<file path="src/rtl/pid_pkg.sv">
// -----------------------------------------------------------------------------
// pid_pkg
// Shared definitions for the PID sequencer:
//   - pid_state_t : FSM state encoding (IDLE, ERR, MP, MI, MD, ACC, OUT)
//   - S16_MAX/MIN : 16-bit signed saturation limits
//   - DEFAULT_FRAC_BITS / DEFAULT_INT_W : default top-level parameter values
//   - sat17       : clamp a 17-bit signed difference into 16-bit signed range
// -----------------------------------------------------------------------------
package pid_pkg;

  localparam int DEFAULT_FRAC_BITS = 8;
  localparam int DEFAULT_INT_W     = 24;

  localparam logic signed [15:0] S16_MAX = 16'sh7FFF;
  localparam logic signed [15:0] S16_MIN = 16'sh8000;

  typedef enum logic [2:0] {
    ST_IDLE = 3'd0,
    ST_ERR  = 3'd1,
    ST_MP   = 3'd2,
    ST_MI   = 3'd3,
    ST_MD   = 3'd4,
    ST_ACC  = 3'd5,
    ST_OUT  = 3'd6
  } pid_state_t;

  // A 17-bit value fits in 16 bits exactly when its top two bits agree.
  function automatic logic signed [15:0] sat17(input logic signed [16:0] v);
    logic signed [15:0] r;
    if (v[16] != v[15]) begin
      r = v[16] ? S16_MIN : S16_MAX;
    end else begin
      r = v[15:0];
    end
    return r;
  endfunction

endpackage

</file>
<file path="src/rtl/pid_mult.sv">
// -----------------------------------------------------------------------------
// pid_mult
// Signed A_W x B_W multiplier with one registered output stage.
// Ports:
//   i_clk   : clock
//   i_rst_n : synchronous active-low reset (clears the product register)
//   i_a     : signed A_W-bit operand
//   i_b     : signed B_W-bit operand
//   o_p     : signed (A_W+B_W)-bit product, valid one cycle after the operands
// -----------------------------------------------------------------------------
module pid_mult #(
  parameter int A_W = 16,
  parameter int B_W = 24
) (
  input  logic                       i_clk,
  input  logic                       i_rst_n,
  input  logic signed [A_W-1:0]      i_a,
  input  logic signed [B_W-1:0]      i_b,
  output logic signed [A_W+B_W-1:0]  o_p
);

  localparam int P_W = A_W + B_W;

  logic signed [P_W-1:0] r_p;
  logic        [P_W-1:0] w_a_ext;
  logic        [P_W-1:0] w_b_ext;

  // Sign-extend both operands to the full product width; the low P_W bits of
  // the product of the extended values equal the true signed product.
  assign w_a_ext = {{B_W{i_a[A_W-1]}}, i_a};
  assign w_b_ext = {{A_W{i_b[B_W-1]}}, i_b};

  always_ff @(posedge i_clk) begin
    if (!i_rst_n) begin
      r_p <= '0;
    end else begin
      r_p <= w_a_ext * w_b_ext;
    end
  end

  assign o_p = r_p;

endmodule

</file>
<file path="src/rtl/pid_sequencer.sv">
// -----------------------------------------------------------------------------
// pid_sequencer
// Sequential fixed-point PID controller built around one shared multiplier.
// Each accepted sample_tick walks IDLE->ERR->MP->MI->MD->ACC->OUT->IDLE,
// producing a saturated u with a one-cycle u_valid strobe 6 edges later.
//
// Ports:
//   clk_in      : clock, all state on the rising edge
//   reset       : synchronous active-low reset
//   en          : enable; ticks in IDLE are accepted only when high
//   sample_tick : one-cycle update request
//   setpoint    : signed 16-bit target
//   measured    : signed 16-bit plant feedback
//   kp, ki, kd  : signed 16-bit gains, FRAC_BITS fraction bits
//   clear_ovr   : clears the sticky overrun flag (a busy tick takes priority)
//   u           : signed saturated controller output, held between updates
//   u_valid     : one-cycle strobe marking a new u
//   busy        : high whenever the FSM is not in IDLE
//   overrun     : sticky, set by a tick that arrives while busy
//
// Build option: define PID_ANTIWINDUP_EN to freeze the integral on an update
// whose previous output saturated in the same direction as the new error.
// -----------------------------------------------------------------------------
module pid_sequencer
  import pid_pkg::*;
#(
  parameter int FRAC_BITS = DEFAULT_FRAC_BITS,
  parameter int INT_W     = DEFAULT_INT_W
) (
  input  logic               clk_in,
  input  logic               reset,
  input  logic               en,
  input  logic               sample_tick,
  input  logic signed [15:0] setpoint,
  input  logic signed [15:0] measured,
  input  logic signed [15:0] kp,
  input  logic signed [15:0] ki,
  input  logic signed [15:0] kd,
  input  logic               clear_ovr,
  output logic signed [15:0] u,
  output logic               u_valid,
  output logic               busy,
  output logic               overrun
);

  localparam int P_W   = 16 + INT_W;
  localparam int ACC_W = INT_W + 18;

  pid_state_t               r_state;
  logic signed [15:0]       r_sp, r_meas, r_kp, r_ki, r_kd;
  logic signed [15:0]       r_e, r_d, r_e_prev;
  logic signed [INT_W-1:0]  r_i;
  logic signed [ACC_W-1:0]  r_acc;
  logic signed [15:0]       r_u;
  logic                     r_u_valid;
  logic                     r_busy;
  logic                     r_overrun;

  logic signed [16:0]       w_e17, w_d17;
  logic signed [15:0]       w_e, w_d;
  logic signed [INT_W:0]    w_i_sum;
  logic signed [INT_W-1:0]  w_i_sat, w_i_new;
  logic signed [15:0]       w_mul_a;
  logic signed [INT_W-1:0]  w_mul_b;
  logic signed [P_W-1:0]    w_prod;
  logic signed [ACC_W-1:0]  w_prod_ext;
  logic signed [ACC_W-1:0]  w_acc_sh;
  logic                     w_fits;
  logic signed [15:0]       w_u_sat;

  // ---------------- ERR-stage arithmetic ----------------
  assign w_e17 = {r_sp[15], r_sp} - {r_meas[15], r_meas};
  assign w_e   = sat17(w_e17);

  // Derivative uses the freshly saturated error, not the raw difference.
  assign w_d17 = {w_e[15], w_e} - {r_e_prev[15], r_e_prev};
  assign w_d   = sat17(w_d17);

  assign w_i_sum = {r_i[INT_W-1], r_i} + {{(INT_W-15){w_e[15]}}, w_e};
  assign w_i_sat = (w_i_sum[INT_W] != w_i_sum[INT_W-1])
                 ? (w_i_sum[INT_W] ? {1'b1, {(INT_W-1){1'b0}}}
                                   : {1'b0, {(INT_W-1){1'b1}}})
                 : w_i_sum[INT_W-1:0];

  // ---------------- OUT-stage scaling and clamp ----------------
  assign w_acc_sh = r_acc >>> FRAC_BITS;
  // Fits in 16 bits when every bit from 15 upward equals the sign.
  assign w_fits   = (&w_acc_sh[ACC_W-1:15]) | ~(|w_acc_sh[ACC_W-1:15]);
  assign w_u_sat  = w_fits ? w_acc_sh[15:0]
                           : (w_acc_sh[ACC_W-1] ? S16_MIN : S16_MAX);

`ifdef PID_ANTIWINDUP_EN
  logic r_sat_hi, r_sat_lo;
  logic w_freeze;

  assign w_freeze = (r_sat_hi && !w_e[15] && (w_e != '0)) || (r_sat_lo && w_e[15]);
  assign w_i_new  = w_freeze ? r_i : w_i_sat;

  // Direction of the most recent output saturation, captured in OUT.
  always_ff @(posedge clk_in) begin
    if (!reset) begin
      r_sat_hi <= 1'b0;
      r_sat_lo <= 1'b0;
    end else if (r_state == ST_OUT) begin
      r_sat_hi <= !w_fits && !w_acc_sh[ACC_W-1];
      r_sat_lo <= !w_fits &&  w_acc_sh[ACC_W-1];
    end
  end
`else
  assign w_i_new = w_i_sat;
`endif

  // ---------------- shared multiplier ----------------
  // Operands are steered by state; the product appears one state later.
  always_comb begin
    w_mul_a = '0;
    w_mul_b = '0;
    case (r_state)
      ST_MP: begin
        w_mul_a = r_kp;
        w_mul_b = {{(INT_W-16){r_e[15]}}, r_e};
      end
      ST_MI: begin
        w_mul_a = r_ki;
        w_mul_b = r_i;
      end
      ST_MD: begin
        w_mul_a = r_kd;
        w_mul_b = {{(INT_W-16){r_d[15]}}, r_d};
      end
      default: ;
    endcase
  end

  pid_mult #(
    .A_W (16),
    .B_W (INT_W)
  ) u_mult (
    .i_clk   (clk_in),
    .i_rst_n (reset),
    .i_a     (w_mul_a),
    .i_b     (w_mul_b),
    .o_p     (w_prod)
  );

  assign w_prod_ext = {{(ACC_W-P_W){w_prod[P_W-1]}}, w_prod};

  // ---------------- FSM ----------------
  always_ff @(posedge clk_in) begin
    if (!reset) begin
      r_state   <= ST_IDLE;
      r_sp      <= '0;
      r_meas    <= '0;
      r_kp      <= '0;
      r_ki      <= '0;
      r_kd      <= '0;
      r_e       <= '0;
      r_d       <= '0;
      r_e_prev  <= '0;
      r_i       <= '0;
      r_acc     <= '0;
      r_u       <= '0;
      r_u_valid <= 1'b0;
      r_busy    <= 1'b0;
      r_overrun <= 1'b0;
    end else begin
      r_u_valid <= 1'b0;

      // A tick while busy wins over a simultaneous clear.
      if (r_busy && sample_tick) begin
        r_overrun <= 1'b1;
      end else if (clear_ovr) begin
        r_overrun <= 1'b0;
      end

      case (r_state)
        ST_IDLE: begin
          if (en && sample_tick) begin
            r_sp    <= setpoint;
            r_meas  <= measured;
            r_kp    <= kp;
            r_ki    <= ki;
            r_kd    <= kd;
            r_busy  <= 1'b1;
            r_state <= ST_ERR;
          end
        end
        ST_ERR: begin
          r_e     <= w_e;
          r_d     <= w_d;
          r_i     <= w_i_new;
          r_state <= ST_MP;
        end
        ST_MP: begin
          r_acc   <= '0;
          r_state <= ST_MI;
        end
        ST_MI: begin
          r_acc   <= r_acc + w_prod_ext;   // kp*e
          r_state <= ST_MD;
        end
        ST_MD: begin
          r_acc   <= r_acc + w_prod_ext;   // ki*I
          r_state <= ST_ACC;
        end
        ST_ACC: begin
          r_acc   <= r_acc + w_prod_ext;   // kd*d
          r_state <= ST_OUT;
        end
        ST_OUT: begin
          r_u       <= w_u_sat;
          r_u_valid <= 1'b1;
          r_e_prev  <= r_e;
          r_busy    <= 1'b0;
          r_state   <= ST_IDLE;
        end
        default: begin
          r_busy  <= 1'b0;
          r_state <= ST_IDLE;
        end
      endcase
    end
  end

  assign u       = r_u;
  assign u_valid = r_u_valid;
  assign busy    = r_busy;
  assign overrun = r_overrun;

endmodule

</file>
<file path="config.mk">
export PLATFORM = sky130hd
export DESIGN_NAME = pid_sequencer
export DESIGN_NICKNAME = d
export VERILOG_FILES = /design/src/rtl/pid_pkg.sv /design/src/rtl/pid_mult.sv /design/src/rtl/pid_sequencer.sv
export SDC_FILE = /design/constraint.sdc
export NUM_CORES = 2
export LEC_CHECK = 0
export ABC_AREA = 1
export ABC_CLOCK_PERIOD_IN_PS = 13900
export BUFFER_PORTS_ARGS = -buffer_cell sky130_fd_sc_hd__buf_2
export CORE_AREA = 3 3 236 238
export CTS_CLUSTER_DIAMETER = 150
export CTS_CLUSTER_SIZE = 12
export DETAILED_ROUTE_END_ITERATION = 10
export DIE_AREA = 0 0 239 241
export HOLD_SLACK_MARGIN = 0.03
export PLACE_DENSITY = 0.8
export SLEW_MARGIN = 25
export SYNTH_ARGS = -nofsm -noshare
export SYNTH_HDL_FRONTEND = slang
export SYNTH_HIERARCHICAL = 1
export SYNTH_SLANG_ARGS = --single-unit
</file>
<file path="constraint.sdc">
create_clock -name clk_in -period 13.9 [get_ports clk_in]
set_input_delay 4.17 -clock clk_in [delete_from_list [all_inputs] [get_ports clk_in]]
set_output_delay 4.17 -clock clk_in [all_outputs]
set_load 0.02 [all_outputs]
</file>
==> results.toml <==
[setup_path]
crit-reg2reg-launch = "r_state[0]"
ff2ff_path_depth = 26
start_kind = "flop"
worst_ep_arrival_time_ns = 8.82
critical_path_peak_fanout = 25
criticalPathCategory = "reg -> reg"
worst_r2r_endpoint = "u_mult/o_p[23]"
crit_path_end_kind = "flop"
ff_to_ff_setup_slack_ns = 5.55
timing.critical_path.required_ns = 14.37

[floorplanning]
placementRows = 85
top_level_ports = 104
placeable_core_region_mm2 = 0.0538
die_height_um = 241
die_area_mm2 = 0.0576
floorplan.initialDensity = 0.550
die-width_um = 239

[sta]
final.setup.tns_ns = 0
final_max_slew_viol_count = 0
max_freq_mhz = 120
rsz0062_at_grt = "false"
report.final.setup_viol = 0
fin_crit_sh = 0.601
worst_setup_skew_after_layout_ns = 0.0149
worstMarginPinSlew_ns = 1.12
layout_min_cycle_time_ns = 8.35
max-slew-margin-rel = 0.249
report.final.hold_viol_count = 0

[layout]
layout.cells.most_common = "sky130_fd_sc_hd__nand2_1"
fin_cells = 4832
number_of_nets_in_the_layout = 4784
number_of_diodes_added_for_antenna_fixing = 0
layout-drive-gt1-share = 0.0752
most-common-layout-cells = "1010 x sky130_fd_sc_hd__nand2_1, 892 x sky130_fd_sc_hd__inv_1, 378 x sky130_fd_sc_hd__fa_1, 335 x sky130_fd_sc_hd__a21oi_1, 256 x sky130_fd_sc_hd__dfxtp_1"
area_growth_syn_to_layout_pct = 6.26

[power]
leakage_nw = 16.6
total_power_w = 0.00361
power_density_mw_per_mm2 = 115
max-vdd-ir-drop_mv = 0.132

[logic_synthesis]
adder_cell_share_of_the_synthesized_area = 0.335
synth.ff_latch_count = 256
synth.largest_area_cell = "sky130_fd_sc_hd__fa_1"
synth_flop_cell = "sky130_fd_sc_hd__dfxtp_1"
synth_area_per_cell_um2 = 7.17
simple_gate_share_of_the_synthesized_area = 0.209
netlist_instances = 4125
netlist_area_mm2 = 0.0296
synth-seq-area-share = 0.173
xor_and_xnor_fraction_of_the_mapped_netlist_area = 0.0181
ys_top_cells_by_area = "sky130_fd_sc_hd__fa_1 26%, sky130_fd_sc_hd__dfxtp_1 17%, sky130_fd_sc_hd__nand2_1 13%"
synth-async-reset-ratio = 0
synth-edff-count = 0
synth_cell_type_count = 49
synth_compound_area_frac = 0.128
yosys_warnings = 6
proportion_of_synthesized_area_in_mux_cells = 0
combinational_family_with_the_most_area_after_synthesis = "adder cells"
syn_nets = 4774
post-synth-top-area-fraction = 0.256

[clocking]
ctsResizeCount = 0
cts_hold_buffers = 0
cts_inserted_buffers = 25
ctsLongestPathBuffers = 3
cts_post_setup_buffers_inserted = 0
clk_root_buffer_cell = "sky130_fd_sc_hd__clkbuf_16"
cts_max_level = 1
cts_tree = "yes"
cts_num_sinks = 256
clk-insertion-delay-late_ns = 0.56
clock_transition_time_at_the_flip_flop_clock_pins_of_the_worst_setup_and_hold_paths_ns = 0.06

[detailed_routing]
drc = 0
dr.first_iter.drc_count = 2043
routed_wirelength_um = 79500
wire_per_inst_um = 16.4
drt-vias-per-instance = 5.44
final_antenna_net_count = 0
vias = 26300
firstDrtPassIters = 5

[hold_path]
hold_end = "r_meas[4]"
worstHoldPathType = "reg -> reg"
worstHoldPathCells = 2
hp-start = "r_meas[4]"

[status]
run_status = "finished clean"

[global_route]
grt_overflow = 0
number_of_global_route_vias_before_repair = 26800
global_route.usage.total = 0.282
grt_max_degree = 76
antenna_found_initial = 0
grt_first_pass_wirelength_um = 132000

[flow_run]
drv_cap = 0

[placement]
dp_cells = 4804
hpwl_detailed_um = 61900
port_buffers = 103
finalWeightedCongestion = 0.939
==> registers in the layout, summed over array words and instances (netlist names) <==
signal	flops
r_ki	16
r_acc	42
r_e	16
r_e_prev	16
overrun	1
r_kp	16
r_kd	16
u	16
r_sp	16
r_i	24
r_state	3
u_mult/o_p	40
u_valid	1
r_d	16
busy	1
r_meas	16
==> worst max-delay path by stage <==
stage	from	endpoint	slack, ns	depth (start not counted)
floorplan	r_state[2]	u_mult/o_p[38]	7.02	26
global placement	r_state[2]	u_mult/o_p[37]	5.35	25
detailed placement	r_state[2]	u_mult/o_p[36]	5.04	25
CTS	r_state[2]	u_mult/o_p[36]	5.04	25
global route	r_state[0]	u_mult/o_p[36]	4.86	25
finish	r_state[0]	u_mult/o_p[23]	5.55	26
==> layout make-up <==
cell class	count	area (um2)
well taps	696	871
inverters	910	3420
flip-flops and latches	256	5120
multi-input cells	2801	20600
clock buffers	25	626
clock inverters	3	32.5
repair buffers	141	803
fillers	4979	22400
==> metrics by stage <==
stage,cell area (um2),worst slack (ns),util,hold slack (ns)
CTS,31400,5.04,0.584,0.463
finish,31400,5.55,0.584,0.459
detailed placement,30700,5.04,0.571,0.455
global placement,30700,5.35,0.571,0.442
floorplan,29600,7.02,-,0.429
global route,31400,4.86,0.584,0.468
==> critical path, cell delays in order, from the launching register on <==
cell                       delay (ns)
sky130_fd_sc_hd__dfxtp_1         0.49
sky130_fd_sc_hd__inv_1           0.12
sky130_fd_sc_hd__nor3_2          0.16
sky130_fd_sc_hd__buf_4           0.24
sky130_fd_sc_hd__clkinv_1        0.84
sky130_fd_sc_hd__o21ai_2         1.17
sky130_fd_sc_hd__nand2_1         0.19
sky130_fd_sc_hd__fa_1            0.58
sky130_fd_sc_hd__inv_1           0.06
sky130_fd_sc_hd__fa_1            0.54
sky130_fd_sc_hd__inv_1           0.06
sky130_fd_sc_hd__fa_1            0.50
sky130_fd_sc_hd__inv_1           0.05
sky130_fd_sc_hd__fa_1            0.48
sky130_fd_sc_hd__fa_1            0.54
sky130_fd_sc_hd__inv_1           0.05
sky130_fd_sc_hd__fa_1            0.52
sky130_fd_sc_hd__inv_1           0.04
sky130_fd_sc_hd__ha_1            0.44
sky130_fd_sc_hd__nand2_1         0.11
sky130_fd_sc_hd__nor2_1          0.22
sky130_fd_sc_hd__nand2_1         0.15
sky130_fd_sc_hd__nor2_1          0.24
sky130_fd_sc_hd__nand2_1         0.08
sky130_fd_sc_hd__nand3_1         0.11
sky130_fd_sc_hd__o21ai_1         0.06
sky130_fd_sc_hd__a21oi_1         0.19
==> power breakdown <==
group	total, W	internal [W]	switching, W
logic	0.00211	0.000697	0.00142
clock network	0.000609	0.000320	0.000289
registers	0.000883	0.000829	0.0000547
==> synthesized netlist by cell type (27+ instances only) <==
library cell / n
sky130_fd_sc_hd__clkbuf_1: 149
sky130_fd_sc_hd__nand3_1: 142
sky130_fd_sc_hd__fa_1: 378
sky130_fd_sc_hd__ha_1: 186
sky130_fd_sc_hd__or2_2: 30
sky130_fd_sc_hd__nor2_1: 211
sky130_fd_sc_hd__xnor2_1: 27
sky130_fd_sc_hd__nand2_1: 1011
sky130_fd_sc_hd__o21ai_0: 224
sky130_fd_sc_hd__dfxtp_1: 256
sky130_fd_sc_hd__a21oi_1: 335
sky130_fd_sc_hd__inv_1: 892
sky130_fd_sc_hd__xor2_1: 34
==> routing by layer <==
metal | up-vias | share of wire | wire length (um) | global-route usage
met1 | 12300 | 0.41 | 32400 | 0.365
met2 | 1112 | 0.46 | 36800 | 0.476
met3 | 238 | 0.087 | 6920 | 0.0518
li1 | 12600 | - | - | -
met5 | - | 0 | 0 | 0
met4 | 0 | 0.041 | 3260 | 0.105
==> logic make-up after synthesis <==
| kind of cell | Yosys count |
|---|---|
| DFF | 256 |
| AOI/OAI and AO/OA | 684 |
| buffers and inverters | 1068 |
| xor gates and xnor gates | 61 |
| adders and majority gates | 564 |
| and+or+nand+nor | 1492 |
No activity file was read; power rests on OpenSTA's default activity.
